## config.mk

```make
export PLATFORM = sky130hd
export DESIGN_NAME = multicycle_control
export DESIGN_NICKNAME = d
export VERILOG_FILES = /design/src/rtl/multicycle_control_pkg.sv /design/src/rtl/mc_ctrl_decode.sv /design/src/rtl/multicycle_control.sv
export SDC_FILE = /design/constraint.sdc
export NUM_CORES = 1
export LEC_CHECK = 0
export CAP_MARGIN = 40
export CORE_MARGIN = 1.5
export CORE_UTILIZATION = 40
export CTS_CLUSTER_SIZE = 40
export DETAILED_ROUTE_END_ITERATION = 8
export PLACE_DENSITY = 0.74
export REMOVE_ABC_BUFFERS = 1
export SLEW_MARGIN = 30
export SYNTH_ARGS = -nofsm -noshare
export SYNTH_HDL_FRONTEND = slang
export SYNTH_SLANG_ARGS = --single-unit
```

## constraint.sdc

```tcl
create_clock -name i_clk -period 3.4 [get_ports i_clk]
set_clock_uncertainty 0.1 [all_clocks]
set_input_delay 0.34 -clock i_clk [delete_from_list [all_inputs] [get_ports i_clk]]
set_output_delay 0.34 -clock i_clk [all_outputs]
set_load 0.1 [all_outputs]
```

## src/rtl/multicycle_control_pkg.sv

```systemverilog
// multicycle_control_pkg: shared opcodes, ALU codes, mux encodings, FSM states and control vector
// for the multicycle MIPS controller.
// Optional feature macro: JUMP_EN (adds the JUMP state and makes opcode 000010 legal).
package multicycle_control_pkg;

    localparam logic [5:0] OP_RTYPE = 6'b000000;
    localparam logic [5:0] OP_LW    = 6'b100011;
    localparam logic [5:0] OP_SW    = 6'b101011;
    localparam logic [5:0] OP_BEQ   = 6'b000100;
    localparam logic [5:0] OP_ADDI  = 6'b001000;
    localparam logic [5:0] OP_ANDI  = 6'b001100;
    localparam logic [5:0] OP_ORI   = 6'b001101;
    localparam logic [5:0] OP_J     = 6'b000010;

    localparam logic [2:0] ALU_AND   = 3'd0;
    localparam logic [2:0] ALU_OR    = 3'd1;
    localparam logic [2:0] ALU_ADD   = 3'd2;
    localparam logic [2:0] ALU_SUB   = 3'd3;
    localparam logic [2:0] ALU_FUNCT = 3'd4;

    localparam logic [1:0] SRCB_REGB  = 2'b00;
    localparam logic [1:0] SRCB_FOUR  = 2'b01;
    localparam logic [1:0] SRCB_IMM   = 2'b10;
    localparam logic [1:0] SRCB_IMMSH = 2'b11;

    localparam logic [1:0] PCSRC_ALU    = 2'b00;
    localparam logic [1:0] PCSRC_ALUOUT = 2'b01;
    localparam logic [1:0] PCSRC_JUMP   = 2'b10;

    typedef enum logic [3:0] {
        IDLE, FETCH, DECODE, RTYPE_EX, RTYPE_WB, MEM_ADDR, MEM_RD, MEM_WB, MEM_WR,
        BRANCH, IMM_EX, IMM_WB
`ifdef JUMP_EN
        , JUMP
`endif
    } state_t;

    typedef struct packed {
        logic       pc_write;
        logic       pc_write_cond;
        logic       iord;
        logic       mem_read;
        logic       mem_write;
        logic       ir_write;
        logic       mem_to_reg;
        logic       reg_dst;
        logic       reg_write;
        logic       alu_src_a;
        logic [1:0] alu_src_b;
        logic [1:0] pc_source;
        logic [2:0] alu_op;
        logic       illegal_op;
    } ctrl_t;

    // State that follows DECODE; FETCH doubles as the "unknown opcode" answer.
    function automatic state_t decode_target(input logic [5:0] op);
        case (op)
            OP_RTYPE:             return RTYPE_EX;
            OP_LW, OP_SW:         return MEM_ADDR;
            OP_BEQ:               return BRANCH;
            OP_ADDI, OP_ANDI,
            OP_ORI:               return IMM_EX;
`ifdef JUMP_EN
            OP_J:                 return JUMP;
`endif
            default:              return FETCH;
        endcase
    endfunction

endpackage

```

## src/rtl/mc_ctrl_decode.sv

```systemverilog
// mc_ctrl_decode: combinational state/opcode -> datapath control vector.
// Ports: i_state (current FSM state), i_opcode (live in DECODE, latched elsewhere),
//        i_mem_ready (gates ir_write/pc_write in FETCH), o_ctrl (control vector).
// Optional feature macro: JUMP_EN (decodes the JUMP state).
module mc_ctrl_decode
    import multicycle_control_pkg::*;
(
    input  state_t     i_state,
    input  logic [5:0] i_opcode,
    input  logic       i_mem_ready,
    output ctrl_t      o_ctrl
);

    always_comb begin
        o_ctrl = '0;
        case (i_state)
            FETCH: begin
                o_ctrl.mem_read  = 1'b1;
                o_ctrl.alu_src_b = SRCB_FOUR;
                o_ctrl.alu_op    = ALU_ADD;
                o_ctrl.ir_write  = i_mem_ready;
                o_ctrl.pc_write  = i_mem_ready;
            end
            DECODE: begin
                o_ctrl.alu_src_b  = SRCB_IMMSH;
                o_ctrl.alu_op     = ALU_ADD;
                o_ctrl.illegal_op = decode_target(i_opcode) == FETCH;
            end
            RTYPE_EX: begin
                o_ctrl.alu_src_a = 1'b1;
                o_ctrl.alu_src_b = SRCB_REGB;
                o_ctrl.alu_op    = ALU_FUNCT;
            end
            RTYPE_WB: begin
                o_ctrl.reg_dst   = 1'b1;
                o_ctrl.reg_write = 1'b1;
            end
            MEM_ADDR: begin
                o_ctrl.alu_src_a = 1'b1;
                o_ctrl.alu_src_b = SRCB_IMM;
                o_ctrl.alu_op    = ALU_ADD;
            end
            MEM_RD: begin
                o_ctrl.mem_read = 1'b1;
                o_ctrl.iord     = 1'b1;
            end
            MEM_WB: begin
                o_ctrl.mem_to_reg = 1'b1;
                o_ctrl.reg_write  = 1'b1;
            end
            MEM_WR: begin
                o_ctrl.mem_write = 1'b1;
                o_ctrl.iord      = 1'b1;
            end
            BRANCH: begin
                o_ctrl.alu_src_a     = 1'b1;
                o_ctrl.alu_src_b     = SRCB_REGB;
                o_ctrl.alu_op        = ALU_SUB;
                o_ctrl.pc_write_cond = 1'b1;
                o_ctrl.pc_source     = PCSRC_ALUOUT;
            end
            IMM_EX: begin
                o_ctrl.alu_src_a = 1'b1;
                o_ctrl.alu_src_b = SRCB_IMM;
                o_ctrl.alu_op    = (i_opcode == OP_ANDI) ? ALU_AND :
                                   (i_opcode == OP_ORI)  ? ALU_OR  : ALU_ADD;
            end
            IMM_WB: begin
                o_ctrl.reg_write = 1'b1;
            end
`ifdef JUMP_EN
            JUMP: begin
                o_ctrl.pc_write  = 1'b1;
                o_ctrl.pc_source = PCSRC_JUMP;
            end
`endif
            default: ;
        endcase
    end

endmodule

```

## src/rtl/multicycle_control.sv

```systemverilog
// multicycle_control: multicycle MIPS controller FSM (FETCH/DECODE/EXEC/MEM/WB, shared memory).
// Ports: i_clk, i_reset (async, active-high), i_opcode (IR[31:26], sampled in DECODE),
//        i_mem_ready (memory access completes), o_* datapath selects/enables, o_alu_op,
//        o_illegal_op (pulse on unknown opcode in DECODE), o_state (debug).
// Optional feature macro: JUMP_EN (j instruction via JUMP state; otherwise 000010 is illegal).
module multicycle_control
    import multicycle_control_pkg::*;
#(
    parameter int OPCODE_W = 6,
    parameter int ALUOP_W  = 3,
    parameter int STATE_W  = 4
) (
    input  logic                i_clk,
    input  logic                i_reset,
    input  logic [OPCODE_W-1:0] i_opcode,
    input  logic                i_mem_ready,
    output logic                o_pc_write,
    output logic                o_pc_write_cond,
    output logic                o_iord,
    output logic                o_mem_read,
    output logic                o_mem_write,
    output logic                o_ir_write,
    output logic                o_mem_to_reg,
    output logic                o_reg_dst,
    output logic                o_reg_write,
    output logic                o_alu_src_a,
    output logic [1:0]          o_alu_src_b,
    output logic [1:0]          o_pc_source,
    output logic [ALUOP_W-1:0]  o_alu_op,
    output logic                o_illegal_op,
    output logic [STATE_W-1:0]  o_state
);

    state_t     r_state;
    logic [5:0] r_opcode;
    logic [5:0] w_op;
    ctrl_t      w_ctrl;

    // The live opcode matters only in DECODE; later states use the copy captured there.
    assign w_op = (r_state == DECODE) ? 6'(i_opcode) : r_opcode;

    always_ff @(posedge i_clk or posedge i_reset) begin
        if (i_reset) begin
            r_state  <= IDLE;
            r_opcode <= '0;
        end else begin
            if (r_state == DECODE) r_opcode <= w_op;
            case (r_state)
                IDLE:     r_state <= FETCH;
                FETCH:    r_state <= i_mem_ready ? DECODE : FETCH;
                DECODE:   r_state <= decode_target(w_op);
                RTYPE_EX: r_state <= RTYPE_WB;
                MEM_ADDR: r_state <= (w_op == OP_LW) ? MEM_RD : MEM_WR;
                MEM_RD:   r_state <= i_mem_ready ? MEM_WB : MEM_RD;
                MEM_WR:   r_state <= i_mem_ready ? FETCH : MEM_WR;
                IMM_EX:   r_state <= IMM_WB;
                RTYPE_WB, MEM_WB, BRANCH, IMM_WB
`ifdef JUMP_EN
                , JUMP
`endif
                          : r_state <= FETCH;
                default:  r_state <= IDLE;
            endcase
        end
    end

    mc_ctrl_decode u_decode (
        .i_state     (r_state),
        .i_opcode    (w_op),
        .i_mem_ready (i_mem_ready),
        .o_ctrl      (w_ctrl)
    );

    assign o_pc_write      = w_ctrl.pc_write;
    assign o_pc_write_cond = w_ctrl.pc_write_cond;
    assign o_iord          = w_ctrl.iord;
    assign o_mem_read      = w_ctrl.mem_read;
    assign o_mem_write     = w_ctrl.mem_write;
    assign o_ir_write      = w_ctrl.ir_write;
    assign o_mem_to_reg    = w_ctrl.mem_to_reg;
    assign o_reg_dst       = w_ctrl.reg_dst;
    assign o_reg_write     = w_ctrl.reg_write;
    assign o_alu_src_a     = w_ctrl.alu_src_a;
    assign o_alu_src_b     = w_ctrl.alu_src_b;
    assign o_pc_source     = w_ctrl.pc_source;
    assign o_alu_op        = ALUOP_W'(w_ctrl.alu_op);
    assign o_illegal_op    = w_ctrl.illegal_op;
    assign o_state         = STATE_W'(r_state);

endmodule

```

---- After elaboration in Yosys (flattened, before gate mapping) ----
Cells that the tools add are included.
word-level totals
  register bits ........................... 10
  bits in latches ......................... 0
  memory bits (writable) .................. 0
  ROM bits ................................ 0
  output and inout port bits .............. 22
  word-level logic and storage cells ...... 54
  memories kept ........................... 0
cells by class
  add/sub/neg operators ................... 0
  multiply operators ...................... 0
  div/mod/pow operators ................... 0
  $lt $le $gt $ge ......................... 0
  eq/ne operators ......................... 18
  shift operators ......................... 0
  mux-type cells .......................... 23
  bitwise gates (word level) .............. 0
  reductions and logical operators ........ 11
operators by type and width
  cell                                                  count
  one-hot mux 4 bit (8 select lines)                    1
  equality test 6 x 4 -> 1 bit (second input constant)  3
  equality test 4 x 3 -> 1 bit (second input constant)  4
  equality test 4 bit (second input constant)           4
  one-hot mux 4 bit (4 select lines)                    1
  equality test 6 bit (second input constant)           2
  2-to-1 mux 1 bit                                      12
  2-to-1 mux 4 bit                                      3
  one-hot mux 3 bit (4 select lines)                    1
  OR reduction 3 bit                                    3
  equality test 4 x 1 -> 1 bit (second input constant)  2
  equality test 4 x 2 -> 1 bit (second input constant)  2
  OR reduction 2 bit                                    4
  equality test 6 x 3 -> 1 bit (second input constant)  1
  zero test 6 bit                                       1
  2-to-1 mux 6 bit                                      1
  one-hot mux 2 bit (3 select lines)                    1
  OR reduction 5 bit                                    1
  zero test 4 bit                                       1
  2-to-1 mux 2 bit                                      2
  OR reduction 4 bit                                    1
  2-to-1 mux 3 bit                                      1

---- Depth between registers and ports, before layout ----
  word-level depth ........................ 8
  mapped depth ............................ 5
  depth with buffers taken out ............ 4

---- By module ----
A second synthesis with hierarchy kept.
second synthesis, totals
  cell total of the unflattened synthesis .. 110
  area, all modules ....................... 972.2 um^2
by module, submodules not included
  module              instances  cells each  area each (um^2)  seq. area each (um^2)
  multicycle_control  1          62          653.1             250.2
  mc_ctrl_decode      1          48          319.1             0.0

---- Worst setup path after synthesis ----
Ideal clock, no wire load.
  kind .................................... flip-flop to output port
  from .................................... register r_state[2] (netlist: o_state[2])
  to ...................................... output port o_reg_write
  arrival time ............................ 4.456 ns
  path slack .............................. -1.496 ns
  cell stages (with the launch flop) ...... 5
  path buffers ............................ 1
  path through ............................ dfrtp_1 -> clkbuf_1 -> nand2_1 -> nor3_1 -> o21bai_1
between the ends
  word-level cells in the longest chain between the ends .. 3
  elaborated cells on any way between the ends .. 5
  classes of those cells .................. eq/ne (3); mux (1); reduce/logical (1)
ends and longest elaborated chain
  what                                                                 line                      source
  from (decl)                                                          multicycle_control.sv:34  state_t r_state;
  from (signal assigned)                                               multicycle_control.sv:50  FETCH: r_state <= i_mem_ready ? DECODE : FETCH;
  from (signal assigned)                                               multicycle_control.sv:51  DECODE: r_state <= decode_target(w_op);
  from (signal assigned)                                               multicycle_control.sv:53  MEM_ADDR: r_state <= (w_op == OP_LW) ? MEM_RD : MEM_WR;
  equality test 4 x 3 -> 1 bit or equality test 4 bit (tied branches)  mc_ctrl_decode.sv:16      case (i_state)
  OR reduction 3 bit (no source line) *                                --
  2-to-1 mux 1 bit *                                                   mc_ctrl_decode.sv:16
  to (decl)                                                            multicycle_control.sv:25  output logic o_reg_write,
Mark *: on every way between the ends. The rest lies on a longest branch, timed or not.

---- Worst setup path in the final report ----
  from .................................... register r_state[2] (netlist: o_state[2])
  to ...................................... output port o_alu_op[0]
between the ends
  word-level cells in the longest chain between the ends .. 6
  elaborated cells on any way between the ends .. 13
  classes of those cells .................. eq/ne (8); mux (4); reduce/logical (1)
ends and longest elaborated chain
  what                                  line                                            source
  equality test 4 x 2 -> 1 bit          mc_ctrl_decode.sv:16, multicycle_control.sv:40
  2-to-1 mux 6 bit                      multicycle_control.sv:40                        assign w_op = (r_state == DECODE) ? 6'(i_opcode) : r_opcode;
  equality test 6 x 4 -> 1 bit          mc_ctrl_decode.sv:66                            (i_opcode == OP_ORI) ? ALU_OR : ALU_ADD;
  2-to-1 mux 2 bit                      mc_ctrl_decode.sv:66
  2-to-1 mux 3 bit                      mc_ctrl_decode.sv:65                            o_ctrl.alu_op = (i_opcode == OP_ANDI) ? ALU_AND :
  one-hot mux 3 bit (4 select lines) *  mc_ctrl_decode.sv:16
  to (decl)                             multicycle_control.sv:29                        output logic [ALUOP_W-1:0] o_alu_op,
Marked as above.

==> impl_metrics.tcl <==
set metrics [dict create \
    outcome "complete, no violations" \
    cts_max_path_buffers 2 \
    final_antenna_net_count 0 \
    numCtsBuffers 3 \
    synth_ff_type "dfrtp_1" \
    setup.worst_path.end_class "output pin" \
    numClockSinks 10 \
    gp_congestion 0.822 \
    use_met1 0.239 \
    grt_max_degree 25 \
    hold_class "in2async" \
    htree_levels 1 \
    cts.clk_slew.worst_paths_ns 0.06 \
    multi_input_area_um2 504 \
    tightestPinTransition_ns 0.683 \
    worst-path-max-fanout 24 \
    vias 900 \
    cp.required_ns 2.96 \
    max-slew-margin-rel 0.544 \
    worstSetupPathType "reg2out" \
    routed_wl_um 2140 \
    grt_pass1_wl_um 3200 \
    ys_seq_area_frac 0.306 \
    synth_common_cells "nand2_1 (28), dfrtp_1 (10), nor2_1 (10), o21ai_0 (9), nor3_1 (7)" \
    first_pass_iters 4 \
    io_buffers 29 \
    layout-drive-gt1-share 0.194 \
    ys_ff_latch 10 \
    die_x_um 48.2 \
    areaGrowthSynthToFinish_pct 31.7 \
    grt-ovfl-total 0 \
    drc 0 \
    yosysTopAreaCell "dfrtp_1" \
    fin_crit_sh 0.802 \
    via_per_inst 5.42 \
    netlist.area_leader.share 0.306 \
    design.die.area_um2 2330 \
    row_count 16 \
    diodes 0 \
    start_util 0.421 \
    ys_warn_count 0 \
    worstPathArrival_ns 2.29 \
    synth.area.top_cells "dfrtp_1 (31%), nand2_1 (13%), o21ai_0 (5.5%)" \
    fillers 208 \
    dp_hpwl_um 1630 \
    clock.fmax_mhz 367 \
    design_area_um2 1080 \
    synth_most_common_cell "nand2_1" \
    use_met2 0.326 \
    synth_edf_count 0 \
    period_minus_slack_ns 2.73 \
    core_um2 1940 \
    final_max_slew_viol_count 0 \
    regArea_um2 250 \
    cts_root_buf "clkbuf_4" \
    reg2regPathDepth 4 \
    pin_count 31 \
    cp-start-kind "flip-flop" \
    use_met3 0.0407 \
    syn_avg_cell_area_um2 7.12 \
    die_h_um 48.2 \
    syn_inst 115 \
    postSynth.asyncResetShare 1.00 \
    grt.busiest_layer "met2" \
    cts_resized 0 \
    grt_antenna_before_repair 0 \
    setup_viol 0 \
    postCtsSetupRepairBufs 0 \
    drt_iter0_drc 25 \
    track_usage 0.192 \
    cap_viol_max_count 0 \
    grt_pass1_vias 775 \
    clk_latency_ns 0.26 \
    hold_buffers 0 \
    final_nets 149 \
    ys_types 31 \
    hold_violations 0 \
    syn_area_um2 818 \
    placed_cell_area_um2 1040 \
    post_drt_wl_per_cell_um 12.9 \
    cts_tree "done" \
    rsz0062_at_grt "no" \
]
-- placed cells by master, fill, tap and decap left out, types with 2 or more instances in the layout --
cell type and count:
nand2_1 28, buf_4 21, nor2_1 10, dfrtp_1 10, o21ai_0 9, clkdlybuf4s50_1 8
nor3_1 7, a21oi_1 6, nand2b_1 5, inv_1 4, nor2b_1 3, a31oi_1 3
clkbuf_4 3, nand4b_1 2, nand3_1 2
-- final timing paths --
path | from | endpoint | slack (ns)
max in group asynchronous | i_reset | r_opcode[5]$_DFFE_PP0P_ | 2.67
max | o_state[2]$_DFF_PP0_ | o_alu_op[0] | 0.67
min | i_reset | o_state[2]$_DFF_PP0_ | 0.25
max reg2reg | o_state[2]$_DFF_PP0_ | o_state[1]$_DFF_PP0_ | 1.16
min in group i_clk | r_opcode[2]$_DFFE_PP0P_ | r_opcode[2]$_DFFE_PP0P_ | 0.41
min reg2reg | r_opcode[2]$_DFFE_PP0P_ | r_opcode[2]$_DFFE_PP0P_ | 0.41
-- sequential cells by signal, indices dropped and copies added (netlist names) --
name and flops:
r_opcode 6, o_state 4
-- cell type report --
class                           instances  area share
Multi-Input combinational cell         92       0.468
Sequential cell                        10       0.232
Timing Repair Buffer                   29       0.221
Inverter                                4      0.0139
Tap cell                               27      0.0314
Clock buffer                            4      0.0337
-- stage by stage --
| stage | utilization | hold slack, ns | cells | setup TNS, ns | worst slack [ns] |
|---|---|---|---|---|---|
| finish | 0.555 | 0.253 | 166 | 0 | 0.674 |
| global route | 0.555 | 0.281 | 166 | 0 | 0.532 |
| CTS | 0.555 | 0.277 | 166 | 0 | 0.679 |
| detailed placement | 0.536 | 0.406 | 162 | 0 | 0.915 |
| global placement | 0.536 | 0.392 | 162 | 0 | 0.932 |
| floorplan | - | 0.0802 | 106 | -18.19 | -2.75 |
-- layer usage --
metal | share of wire | up-vias
met2 | 0.47 | 44
met1 | 0.45 | 409
li1 | - | 443
met5 | 0 | -
met3 | 0.064 | 4
met4 | 0.011 | 0
-- cells by family after synthesis --
group	after synthesis	share of synthesized area
and+or+nand+nor	63	0.391
xor gates and xnor gates	1	0.0107
muxes	1	0.0122
AOI/OAI and AO/OA	25	0.185
adders and majority gates	1	0.0122
DFF	10	0.306
other	1	0.00458
buffers and inverters	13	0.0780
-- critical path, cell delays in order (launching register included) --
cell     delay [ns]
dfrtp_1        0.63
nor4b_4        0.58
nand2_1        0.09
o32ai_1        0.18
a41o_1         0.24
buf_4          0.29
Power is left out: the tool's default activity adds up to more than one toggle a clock period on the data nets, which glitch-free logic cannot reach.
